--- src/rtl/ibex_rf_sram_port_arbiter.sv ---
// Port-2 arbiter for the register-file SRAM: shares the read/write port
// between operand-B reads and buffered write-backs, forwards pending write
// data to reads and raises a single stall on port conflicts.
module ibex_rf_sram_port_arbiter #(
  parameter int unsigned DataWidth = 32,
  parameter int unsigned AddrWidth = 5,
  parameter int unsigned WbDepth   = 2
) (
  input  logic                 clk_i,
  input  logic                 rst_ni,

  input  logic                 rd_req_i,
  input  logic [AddrWidth-1:0] rd_addr_i,
  output logic                 rd_gnt_o,
  output logic                 rd_valid_o,
  output logic [DataWidth-1:0] rd_data_o,

  input  logic                 wr_req_i,
  input  logic [AddrWidth-1:0] wr_addr_i,
  input  logic [DataWidth-1:0] wr_data_i,
  output logic                 wr_ready_o,

  output logic                 stall_o,

  output logic [AddrWidth-1:0] sram_addr_o,
  output logic                 sram_web_o,
  output logic [DataWidth-1:0] sram_wdata_o,
  input  logic [DataWidth-1:0] sram_rdata_i
);

  localparam int unsigned PtrW = $clog2(WbDepth);
  localparam int unsigned CntW = $clog2(WbDepth + 1);
  localparam logic [CntW-1:0] CntFull = CntW'(WbDepth);

  // Write buffer storage and bookkeeping
  logic [AddrWidth-1:0] wb_addr_q [WbDepth];
  logic [DataWidth-1:0] wb_data_q [WbDepth];
  logic [PtrW-1:0]      head_q, head_d;
  logic [PtrW-1:0]      tail_q, tail_d;
  logic [CntW-1:0]      count_q, count_d;
  logic                 wr_ready_q;

  // Read return path
  logic                 rd_valid_q;
  logic                 fwd_sel_q;
  logic [DataWidth-1:0] fwd_data_q;

  logic                 buf_full;
  logic                 buf_empty;
  logic                 wr_accept;
  logic                 drain;
  logic                 rd_gnt;

  logic                 buf_hit;
  logic [DataWidth-1:0] buf_hit_data;
  logic [PtrW-1:0]      scan_idx;
  logic                 fwd_hit;
  logic [DataWidth-1:0] fwd_data;

  assign buf_full  = (count_q == CntFull);
  assign buf_empty = (count_q == '0);

  // x0 writes are handshaken but never enter the buffer.
  assign wr_accept = wr_req_i & wr_ready_q & (wr_addr_i != '0);

  // A full buffer always wins so that a read stalls at most one cycle;
  // otherwise reads take the port and writes drain on idle cycles.
  assign drain  = buf_full | (~rd_req_i & ~buf_empty);
  assign rd_gnt = rd_req_i & ~buf_full;

  assign rd_gnt_o   = rd_gnt;
  assign stall_o    = rd_req_i & ~rd_gnt;
  assign wr_ready_o = wr_ready_q;

  assign sram_web_o   = ~drain;
  assign sram_addr_o  = drain ? wb_addr_q[head_q] : rd_addr_i;
  assign sram_wdata_o = drain ? wb_data_q[head_q] : '0;

  assign rd_valid_o = rd_valid_q;
  assign rd_data_o  = rd_valid_q ? (fwd_sel_q ? fwd_data_q : sram_rdata_i) : '0;

  // Scan buffered entries from oldest to youngest so the youngest match wins.
  // A granted read never coincides with a drain, so every live entry is a
  // valid forwarding source.
  always_comb begin
    buf_hit      = 1'b0;
    buf_hit_data = '0;
    scan_idx     = head_q;
    for (int i = 0; i < WbDepth; i++) begin
      scan_idx = head_q + PtrW'(i);
      if ((CntW'(i) < count_q) && (wb_addr_q[scan_idx] == rd_addr_i)) begin
        buf_hit      = 1'b1;
        buf_hit_data = wb_data_q[scan_idx];
      end
    end
  end

  // Forwarding source priority: x0, same-cycle write, buffer, else SRAM.
  always_comb begin
    fwd_hit  = 1'b0;
    fwd_data = '0;
    if (rd_addr_i == '0) begin
      fwd_hit  = 1'b1;
      fwd_data = '0;
    end else if (wr_accept && (wr_addr_i == rd_addr_i)) begin
      fwd_hit  = 1'b1;
      fwd_data = wr_data_i;
    end else if (buf_hit) begin
      fwd_hit  = 1'b1;
      fwd_data = buf_hit_data;
    end
  end

  // Next pointer and occupancy values.
  always_comb begin
    head_d  = head_q;
    tail_d  = tail_q;
    count_d = count_q;
    if (drain) begin
      head_d = head_q + PtrW'(1);
    end
    if (wr_accept) begin
      tail_d = tail_q + PtrW'(1);
    end
    if (wr_accept && !drain) begin
      count_d = count_q + CntW'(1);
    end else if (!wr_accept && drain) begin
      count_d = count_q - CntW'(1);
    end
  end

  // Buffer pointers, occupancy and the registered ready flag.
  always_ff @(posedge clk_i or negedge rst_ni) begin
    if (!rst_ni) begin
      head_q     <= '0;
      tail_q     <= '0;
      count_q    <= '0;
      wr_ready_q <= 1'b1;
    end else begin
      head_q     <= head_d;
      tail_q     <= tail_d;
      count_q    <= count_d;
      wr_ready_q <= (count_d != CntFull);
    end
  end

  // Buffer entry storage, written at the tail on accept.
  always_ff @(posedge clk_i or negedge rst_ni) begin
    if (!rst_ni) begin
      for (int i = 0; i < WbDepth; i++) begin
        wb_addr_q[i] <= '0;
        wb_data_q[i] <= '0;
      end
    end else if (wr_accept) begin
      wb_addr_q[tail_q] <= wr_addr_i;
      wb_data_q[tail_q] <= wr_data_i;
    end
  end

  // Read response: valid one cycle after grant, data from forward reg or SRAM.
  always_ff @(posedge clk_i or negedge rst_ni) begin
    if (!rst_ni) begin
      rd_valid_q <= 1'b0;
      fwd_sel_q  <= 1'b0;
      fwd_data_q <= '0;
    end else begin
      rd_valid_q <= rd_gnt;
      fwd_sel_q  <= rd_gnt & fwd_hit;
      if (rd_gnt && fwd_hit) begin
        fwd_data_q <= fwd_data;
      end
    end
  end

endmodule

--- config.mk ---
export PLATFORM = sky130hd
export DESIGN_NAME = ibex_rf_sram_port_arbiter
export DESIGN_NICKNAME = d
export VERILOG_FILES = /design/src/rtl/ibex_rf_sram_port_arbiter.sv
export SDC_FILE = /design/constraint.sdc
export NUM_CORES = 1
export LEC_CHECK = 0
export BUFFER_PORTS_ARGS = -buffer_cell sky130_fd_sc_hd__buf_2
export CAP_MARGIN = 20
export CORE_MARGIN = 5
export CORE_UTILIZATION = 50
export DETAILED_ROUTE_END_ITERATION = 7
export GPL_ROUTABILITY_DRIVEN = 0
export PLACE_DENSITY_LB_ADDON = 0.25
export REMOVE_ABC_BUFFERS = 1
export SYNTH_ARGS = -nofsm -noshare
export SYNTH_HDL_FRONTEND = slang
export SYNTH_SLANG_ARGS = --single-unit
--- constraint.sdc ---
create_clock -name clk_i -period 3.1 [get_ports clk_i]
set_clock_uncertainty 0.2 [all_clocks]
set_input_delay 0.93 -clock clk_i [delete_from_list [all_inputs] [get_ports clk_i]]
set_output_delay 0.93 -clock clk_i [all_outputs]
set_load 0.05 [all_outputs]
==> impl_metrics.yaml, run 1 <==
sta:
  fmax_mhz: 327.8
  final_max_slew_viol_count: 0
  rsz0062_at_grt: "true"
  worst_pin_slew_ns: 0.5771
  setup_slack_ns: 0.04953
  hold_ws_ns: 0.2983
  setup_violations: 0
  slew_headroom_pct: 61.52
  min_period_ns: 3.050
  post-route-period-util_pct: 98.40
  hold_viol: 0
power:
  ir_worst_vdd_mv: 0.7643
  finalPower_uw: 10940
  leakage_uw: 0.003764
  p_per_area_nw_per_um2: 1278
logic_synthesis:
  ys_seq_elements: 113
  avgSynthCellArea_um2: 10.52
  netlist_instances: 631
  seq_area_frac_synth_pct: 42.60
  synthArstFlopShare_pct: 100.0
  synthAdderAreaFrac_pct: 0.7160
  netlist_area_um2: 6640
  synth_mux_area_share_pct: 23.86
  synth_top_flop_cell: "dfrtp_1"
  synth_top_area_share_pct: 42.21
  synth_cell_type_count: 38
  synth_xor_area_share_pct: 2.374
  synth_warnings: 0
  synth_edf_count: 0
  synth_compound_area_share_pct: 13.77
  netlist_top_cells_area: "dfrtp_1 42%, mux2_2 13%, mux2i_1 11%, a221oi_1 8.4%, nor2_1 3.6%"
  synth_top_family_by_area: "multiplexers"
  synth-simple-area-share_pct: 12.44
  synth.largest_area_cell: "dfrtp_1"
worst_setup_path:
  cp_num_buf_inv: 3
  critPathTopFamily: "buffers and inverters"
  slowest_stage: "buf_2"
  startpoint_type: "input port"
  rrSetupSlack_ns: 0.17
  max_stage_delay_ns: 0.26
  required_ns: 1.97
  cp_common_cell: "buf_2"
  cp-end-kind: "primary output"
  cp_max_fo: 18
  path_cells: "buf_2 -> nand2_1 -> o21ai_4 -> buf_4 -> nor2_1 -> buf_2"
  path_class: "in2out"
  cp_data_arrival_time_ns: 1.92
place:
  portBuffers: 151
  dp_slack_ns: -0.07683
  hpwl_um: 12160
flow_run:
  drv_cap: 0
finish:
  fin_util_pct: 65.18
  layout_commonest_cell: "buf_2"
  finalNetCount: 861
  diodes: 0
  drive_gt1_share_pct: 38.34
  n_fill_cell: 1047
  area_delta_synth_final_pct: 28.96
  layout_common_cells: "134 x buf_2, 110 x dfrtp_1, 75 x mux2i_1"
clock_tree:
  worstSkewPairLatency_ns: 0.41
  clock-root-buffer: "clkbuf_16"
  clock_sinks: 113
  cts_buffer_depth: 2
  path_clk_slew_ns: 0.05
  cts-hold-fix-buffers: 0
  cts_buffers: 17
  cts_tree: "done"
  h-tree-depth: 4
run_status:
  status: "complete, no violations"
floorplan:
  start_util_pct: 50.54
  die_w_um: 125.2
  coreArea_um2: 13140
  rows: 42
  io_pins: 152
  die_h_um: 125.2
  die-area_um2: 15690
global_routing:
  antenna_found_initial: 0
  grt_pass1_wl_um: 30350
  grt_pass1_vias: 5965
  gr-total-overflow: 0
  grt_max_degree: 66
  track_usage_pct: 23.71
route:
  vias: 5934
  drt_iter0_markers: 520
  firstDrtPassIters: 5
  post_drt_wl_per_cell_um: 19.85
  vias_per_cell: 6.124
  drc: 0
  ant_nets: 0
  routed_wl_um: 19230
hold_path:
  holdCritPathClass: "reg2reg"
[where the power goes]
part / leakage, uW / switching, uW / internal, uW / total (uW)
logic: 0.00211 / 3560 / 2250 / 5800
clock network: 0.000319 / 682 / 1450 / 2130
registers: 0.00133 / 757 / 2250 / 3010
total: 0.00376 / 5000 / 5950 / 10900
[final timing paths]
| check | from | to | cells after the start |
|---|---|---|---|
| worst max-delay path | rd_req_i | sram_wdata_o[9] | 6 |
| worst min register to register | fwd_data_q[12] | fwd_data_q[12] | 1 |
| worst min-delay path | fwd_data_q[12] | fwd_data_q[12] | 1 |
| max in group asynchronous | rst_ni | fwd_data_q[29] | 2 |
| min in group asynchronous | rst_ni | wb_data_q[17] | 1 |
| worst max register to register | head_q | fwd_data_q[2] | 8 |
[sequential cells by signal, summed over array words and instances (netlist names)]
register,count
tail_q,1
fwd_sel_q,1
rd_valid_o,1
wr_ready_o,1
head_q,1
wb_data_q,64
fwd_data_q,32
wb_addr_q,10
count_q,2
[final cells by class]
type / instances / area, um^2 / share of cell area [%]
timing repair buffer: 186 / 1276 / 14.90
clock buffer: 23 / 498.0 / 5.815
tap: 176 / 220.2 / 2.572
inverter: 5 / 18.77 / 0.2192
clock inverter: 9 / 151.4 / 1.768
sequential: 113 / 2836 / 33.12
multi-input combinational: 457 / 3562 / 41.60
[kinds of logic (layout without fill, tap and decap cells)]
| group | count (synthesis) | in the layout |
|---|---|---|
| AND/OR/NAND/NOR | 172 | 172 |
| buffers and inverters | 61 | 223 |
| XOR/XNOR | 18 | 18 |
| AO/OA/AOI/OAI | 114 | 114 |
| multiplexers | 149 | 149 |
| adder cells (fa/ha/maj) | 4 | 4 |
| flip-flops | 113 | 113 |
[through the flow]
step,TNS (ns),cells,instance area (um^2)
6_report,0,969,8563
5_1_grt,-0.001462,969,8563
4_1_cts,0,966,8453
3_5_place_dp,-1.456,934,7794
3_3_place_gp,-0.03155,934,7794
2_1_floorplan,-181.68,575,6377
[metal layers]
metal	global-route usage, %	routed length (um)
met4	9.375	473
met5	0	0
met3	5.330	1516
met1	30.71	8028
met2	38.82	9214
[worst register-to-register path: stages (launching register included)]
cell and delay [ns]:
dfrtp_4 0.60, mux2i_1 0.26, xnor2_1 0.11, nor4_2 0.42, and2_2 0.32, buf_12 0.23, a221oi_1 0.13, or3_1 0.37
a31oi_1 0.20
[repair_timing]
action                                 4_1_cts  5_1_grt
endpoints found under the hold margin        0        0
setup endpoints to repair                    2       46
pin swaps                                    0        1
setup buffers                                0        1
gates cloned                                 0        2
resized for setup                            2       33
[synth_stat cells, drive strengths merged (3+ instances only)]
master,n
dfrtp,112
mux2i,75
mux2,74
a221oi,64
nor2,63
nand2,39
clkbuf,35
nor2b,33
a31oi,26
or3,26
buf,21
xnor2,11
xor2,7
o21ai,6
inv,5
a21oi,4
o21a,4
o311ai,4
ha,3
(Power assumes the default switching activity.)
==> run 2, diff against run 1 <==
- GPL_TIMING_DRIVEN: unset -> 0
==> run 2 against run 1 <==
Net effect:
- sequential power barely moved
- hold slack worse by 0.058 ns
- die area unchanged
- register-to-register slack lost 0.09 ns
- global-route usage rose by 0.33 points
- cell count rose by 1.2%
- non-clock buffer count rose by 12
- critical endpoint is now sram_wdata_o[27]
- highest routed layer unchanged
==> impl_metrics.yaml, run 2 (synthesis gave the netlist of run 1 again) <==
power:
  ir_worst_vdd_mv: 0.7124
  clockPowerShare_pct: 16.1
  leakage_uw: 0.003820
  seqPwrFrac_pct: 27.8
  p_int_uw: 5789
  p_comb_share_pct: 56.1
  swShare_pct: 46.66
  p_sw_uw: 5064
  p_per_area_nw_per_um2: 1241
worst_setup_path:
  path_class: "in2out"
  startpoint_type: "input port"
  max_stage_delay_ns: 0.29
  slowest_stage: "buf_2"
  required_ns: 1.97
  cp_num_buf_inv: 3
  cp_data_arrival_time_ns: 1.94
  critPathTopFamily: "buffers and inverters"
  cp-end-kind: "primary output"
  path_cells: "buf_2 -> nand2_1 -> o21ai_4 -> buf_4 -> nor2_1 -> buf_2"
  cp_max_fo: 18
  cp_common_cell: "buf_2"
global_routing:
  antenna_found_initial: 0
  grt_use_met1_pct: 30.07
  grt.busiest_layer: "met2"
  grt_pass1_vias: 5959
  grt_pass1_wl_um: 30460
  met2_usage_pct: 41.22
  grt_max_degree: 68
  met3_usage_pct: 4.989
  gr-total-overflow: 0
  track_usage_pct: 24.04
finish:
  finalNetCount: 874
  top_register: "wb_data_q"
  reg_top3: "wb_data_q x64, fwd_data_q x32, wb_addr_q x10"
  diodes: 0
  drive_gt1_share_pct: 40.25
  layout_commonest_cell: "buf_2"
  largest_reg_flops: 64
  multi_input_area_um2: 3661
  n_fill_cell: 983
  layout_common_cells: "140 x buf_2, 109 x dfrtp_1, 74 x mux2_2"
  area_delta_synth_final_pct: 31.66
  seqCellArea_um2: 2835
  fin_util_pct: 66.54
sta:
  post-route-period-util_pct: 98.97
  worst_pin_slew_ns: 0.7451
  hold_viol: 0
  fmax_mhz: 325.9
  final_max_slew_viol_count: 0
  rsz0062_at_grt: "true"
  hold_ws_ns: 0.2406
  min_period_ns: 3.068
  setup_violations: 0
  slew_headroom_pct: 50.27
clock_tree:
  h-tree-depth: 4
  cts-hold-fix-buffers: 0
  path_clk_slew_ns: 0.05
  cts_buffer_depth: 2
  clock-root-buffer: "clkbuf_16"
  cts_tree: "done"
  cts_buffers: 17
  worstSkewPairLatency_ns: 0.41
  clock_sinks: 113
flow_run:
  drv_cap: 0
floorplan:
  coreArea_um2: 13140
  rows: 42
  die_h_um: 125.2
  die_w_um: 125.2
  die-area_um2: 15690
  io_pins: 152
  start_util_pct: 50.54
route:
  vias: 5914
  drc: 0
  post_drt_wl_per_cell_um: 19.94
  drt_iter0_markers: 474
  ant_nets: 0
  vias_per_cell: 6.029
  firstDrtPassIters: 5
  routed_wl_um: 19560
place:
  hpwl_um: 12000
  portBuffers: 151
hold_path:
  holdCritPathClass: "in2async"
run_status:
  status: "complete, no violations"
## run 2: cell types whose count changed in the layout (fill, tap and decap cells not counted), moves of 2 or more
| cell | previous run | this run |
|---|---|---|
| buf_16 | 1 | 5 |
| nor4_2 | 2 | 0 |
| buf_4 | 27 | 24 |
| buf_2 | 134 | 140 |
| mux2i_2 | 0 | 3 |
| clkinv_2 | 3 | 6 |
| a221oi_1 | 64 | 62 |
| buf_6 | 4 | 7 |
| a221oi_2 | 0 | 2 |
| clkbuf_1 | 1 | 3 |
| nor4_4 | 0 | 2 |
| bufinv_16 | 4 | 0 |
| mux2i_1 | 75 | 71 |
| dfrtp_2 | 0 | 2 |
## run 2: stage by stage
stage / instances / area [um^2] / power, uW / setup WS, ns / TNS [ns]
CTS: 962 / 8382 / 10410 / 0.0006719 / 0
detailed placement: 919 / 7692 / 8474 / -0.9437 / -45.06
finish: 981 / 8742 / 10850 / 0.03180 / 0
global placement: 902 / 7353 / 8225 / -6.895 / -463.14
global route: 981 / 8742 / 11450 / -0.03345 / -0.1529
floorplan: 575 / 6377 / 7021 / -3.065 / -181.68
## run 2: what timing repair did
action / in CTS / in global routing
buffers inserted: 11 / 17
pin swaps: 5 / 11
cloned: 1 / 3
resized for setup: 9 / 41
endpoints found under the setup margin: 91 / 59
## run 2: final cells by class
type	count	area share [%]
sequential	113	32.43
inverter	5	0.2576
multi-input combinational	458	41.88
timing repair buffer	198	16.79
clock buffer	25	5.782
tap	176	2.519
clock inverter	6	0.3435
## run 2: worst paths after layout
path	cells after the start	endpoint	slack, ns	start
hold reg to reg	1	fwd_data_q[12]	0.29	fwd_data_q[12]
setup reg to reg	9	fwd_data_q[30]	0.08	head_q
hold / removal	1	fwd_data_q[17]	0.24	rst_ni
min in group clk_i	1	fwd_data_q[12]	0.29	fwd_data_q[12]
max in group asynchronous	2	head_q	1.74	rst_ni
setup / recovery	6	sram_wdata_o[27]	0.03	rd_req_i
## run 2: routing by layer
layer	wire length [um]	part of all wire, %
met5	0	0
met4	247	1.3
met3	1373	7.0
met2	9706	50
met1	8234	42
## run 2: power groups by stage
stage          combinational (uW)  clock, uW  sequential [uW]
3_3_place_gp                 5150          0             3070
4_1_cts                      5660       1780             2970
2_1_floorplan                4100          0             2920
5_1_grt                      6490       1840             3120
6_report                     6090       1750             3020
3_5_place_dp                 5420          0             3050
==> run 3, diff against run 2 <==
- MAX_ROUTING_LAYER: unset -> met4
==> run 3 against run 2 <==
Net effect:
- sequential power about the same
- register-to-register slack worse by 0.02 ns
- global-route usage rose by 0.75 points
- die area is the same
- clock-buffer cell count is the same
- power about the same
- hold slack improved by 0.0014 ns
- setup slack worse by 0.0069 ns
- utilization grew 0.10 points
- clock power is essentially flat
- flip-flop and latch count unchanged
- cell count grew 0.20%
- critical path type is now reg2out
- critical endpoint is now sram_wdata_o[12]
- largest power group unchanged
- highest routed layer unchanged
==> impl_metrics.yaml, run 3 (synthesis gave the netlist of run 1 again) <==
run_status:
  status: "complete, no violations"
floorplan:
  die_w_um: 125.2
  rows: 42
  coreArea_um2: 13140
  io_pins: 152
  die-area_um2: 15690
  start_util_pct: 50.54
  die_h_um: 125.2
global_routing:
  grt_max_degree: 68
  grt_pass1_vias: 5963
  gr-total-overflow: 0
  grt_pass1_wl_um: 30440
  track_usage_pct: 24.79
  antenna_found_initial: 0
finish:
  finalNetCount: 876
  area_delta_synth_final_pct: 31.86
  reg_top3: "wb_data_q x64, fwd_data_q x32, wb_addr_q x10"
  largest_reg_flops: 64
  layout_common_cells: "139 x buf_2, 109 x dfrtp_1, 74 x mux2_2"
  diodes: 0
  top_register: "wb_data_q"
  drive_gt1_share_pct: 40.40
  layout_commonest_cell: "buf_2"
  design_area_um2: 8756
worst_setup_path:
  required_ns: 1.97
  cp_max_fo: 7
  cp-end-kind: "primary output"
  startpoint_type: "flop"
  cp_data_arrival_time_ns: 1.95
  path_class: "reg2out"
clock_tree:
  cts_buffers: 17
  path_clk_slew_ns: 0.05
  worstSkewPairLatency_ns: 0.41
  cts_buffer_depth: 2
  clock-root-buffer: "clkbuf_16"
  cts-hold-fix-buffers: 0
  clock_sinks: 113
  cts_tree: "done"
  h-tree-depth: 4
route:
  vias: 5928
  ant_nets: 0
  firstDrtPassIters: 5
  drt_iter0_markers: 471
  routed_wl_um: 19630
  post_drt_wl_per_cell_um: 19.97
  drc: 0
  vias_per_cell: 6.031
place:
  hpwl_um: 12000
  portBuffers: 151
  postPlaceCellArea_um2: 7692
sta:
  worst_pin_slew_ns: 0.7613
  fmax_mhz: 325.2
  rsz0062_at_grt: "true"
  hold_viol: 0
  min_period_ns: 3.075
  post-route-period-util_pct: 99.20
  slew_headroom_pct: 49.19
  setup_violations: 0
  final_max_slew_viol_count: 0
power:
  leakage_uw: 0.003830
  ir_worst_vdd_mv: 0.7728
  finalPower_uw: 10860
  p_per_area_nw_per_um2: 1240
flow_run:
  drv_cap: 0
hold_path:
  holdCritPathClass: "in2async"
==> run 3: cell count changes in the layout (fill, tap and decap cells not counted), sizes merged <==
cell | previous run | this run
clkbuf | 34 | 35
buf | 189 | 190
==> run 3: worst paths after layout <==
check                      slack, ns     startpoint  cells after the start          endpoint
max                             0.02         head_q                      6  sram_wdata_o[12]
min                             0.24         rst_ni                      1    fwd_data_q[17]
max reg2reg                     0.06         head_q                      9    fwd_data_q[30]
min reg2reg                     0.29  fwd_data_q[5]                      1     fwd_data_q[5]
max in group asynchronous       1.73         rst_ni                      2            head_q
min in group clk_i              0.29  fwd_data_q[5]                      1     fwd_data_q[5]
==> run 3: through the flow <==
stage / util (%) / hold slack (ns) / worst slack (ns) / instances / setup TNS (ns)
finish: 66.65 / 0.2419 / 0.02489 / 983 / 0
global route: 66.65 / 0.2893 / -0.1021 / 983 / -1.367
CTS: 63.80 / 0.2533 / 0.0006719 / 962 / 0
detailed placement: 58.55 / 0.2795 / -0.9437 / 919 / -45.06
global placement: 55.97 / 0.2746 / -6.895 / 902 / -463.14
floorplan: - / 0.2639 / -3.065 / 575 / -181.68
==> run 3: worst max-delay path: stages, from the launching register on <==
cell	delay, ns
dfrtp_4	0.56
buf_12	0.18
buf_4	0.13
buf_4	0.14
mux2i_1	0.11
nor2_1	0.15
clkbuf_4	0.26
==> run 3: report_power, final <==
group | switching [uW] | internal (uW)
logic | 3660 | 2430
registers | 768 | 2250
clock network | 637 | 1110
total | 5070 | 5790
==> run 3: area by class of cell <==
cell class	count	area [um^2]
inverters	5	22.52
multi-input cells	458	3661
repair buffers	200	1481
clock inverters	6	30.03
flip-flops and latches	113	2835
fillers	982	4382
clock buffers	25	505.5
well taps	176	220.2
==> run 3: metal layers <==
layer | GRT usage [%] | up-vias | wire length (um)
met1 | 30.24 | 2960 | 8419
met5 | - | - | 0
met2 | 41.25 | 251 | 9787
li1 | - | 2695 | -
met3 | 4.819 | 22 | 1162
met4 | 8.801 | 0 | 259
==> run 3: repair_timing <==
action,CTS,global route
gates cloned,1,3
pin swaps,5,16
setup buffers,11,20
setup endpoints to repair,91,59
gates resized for setup,9,41
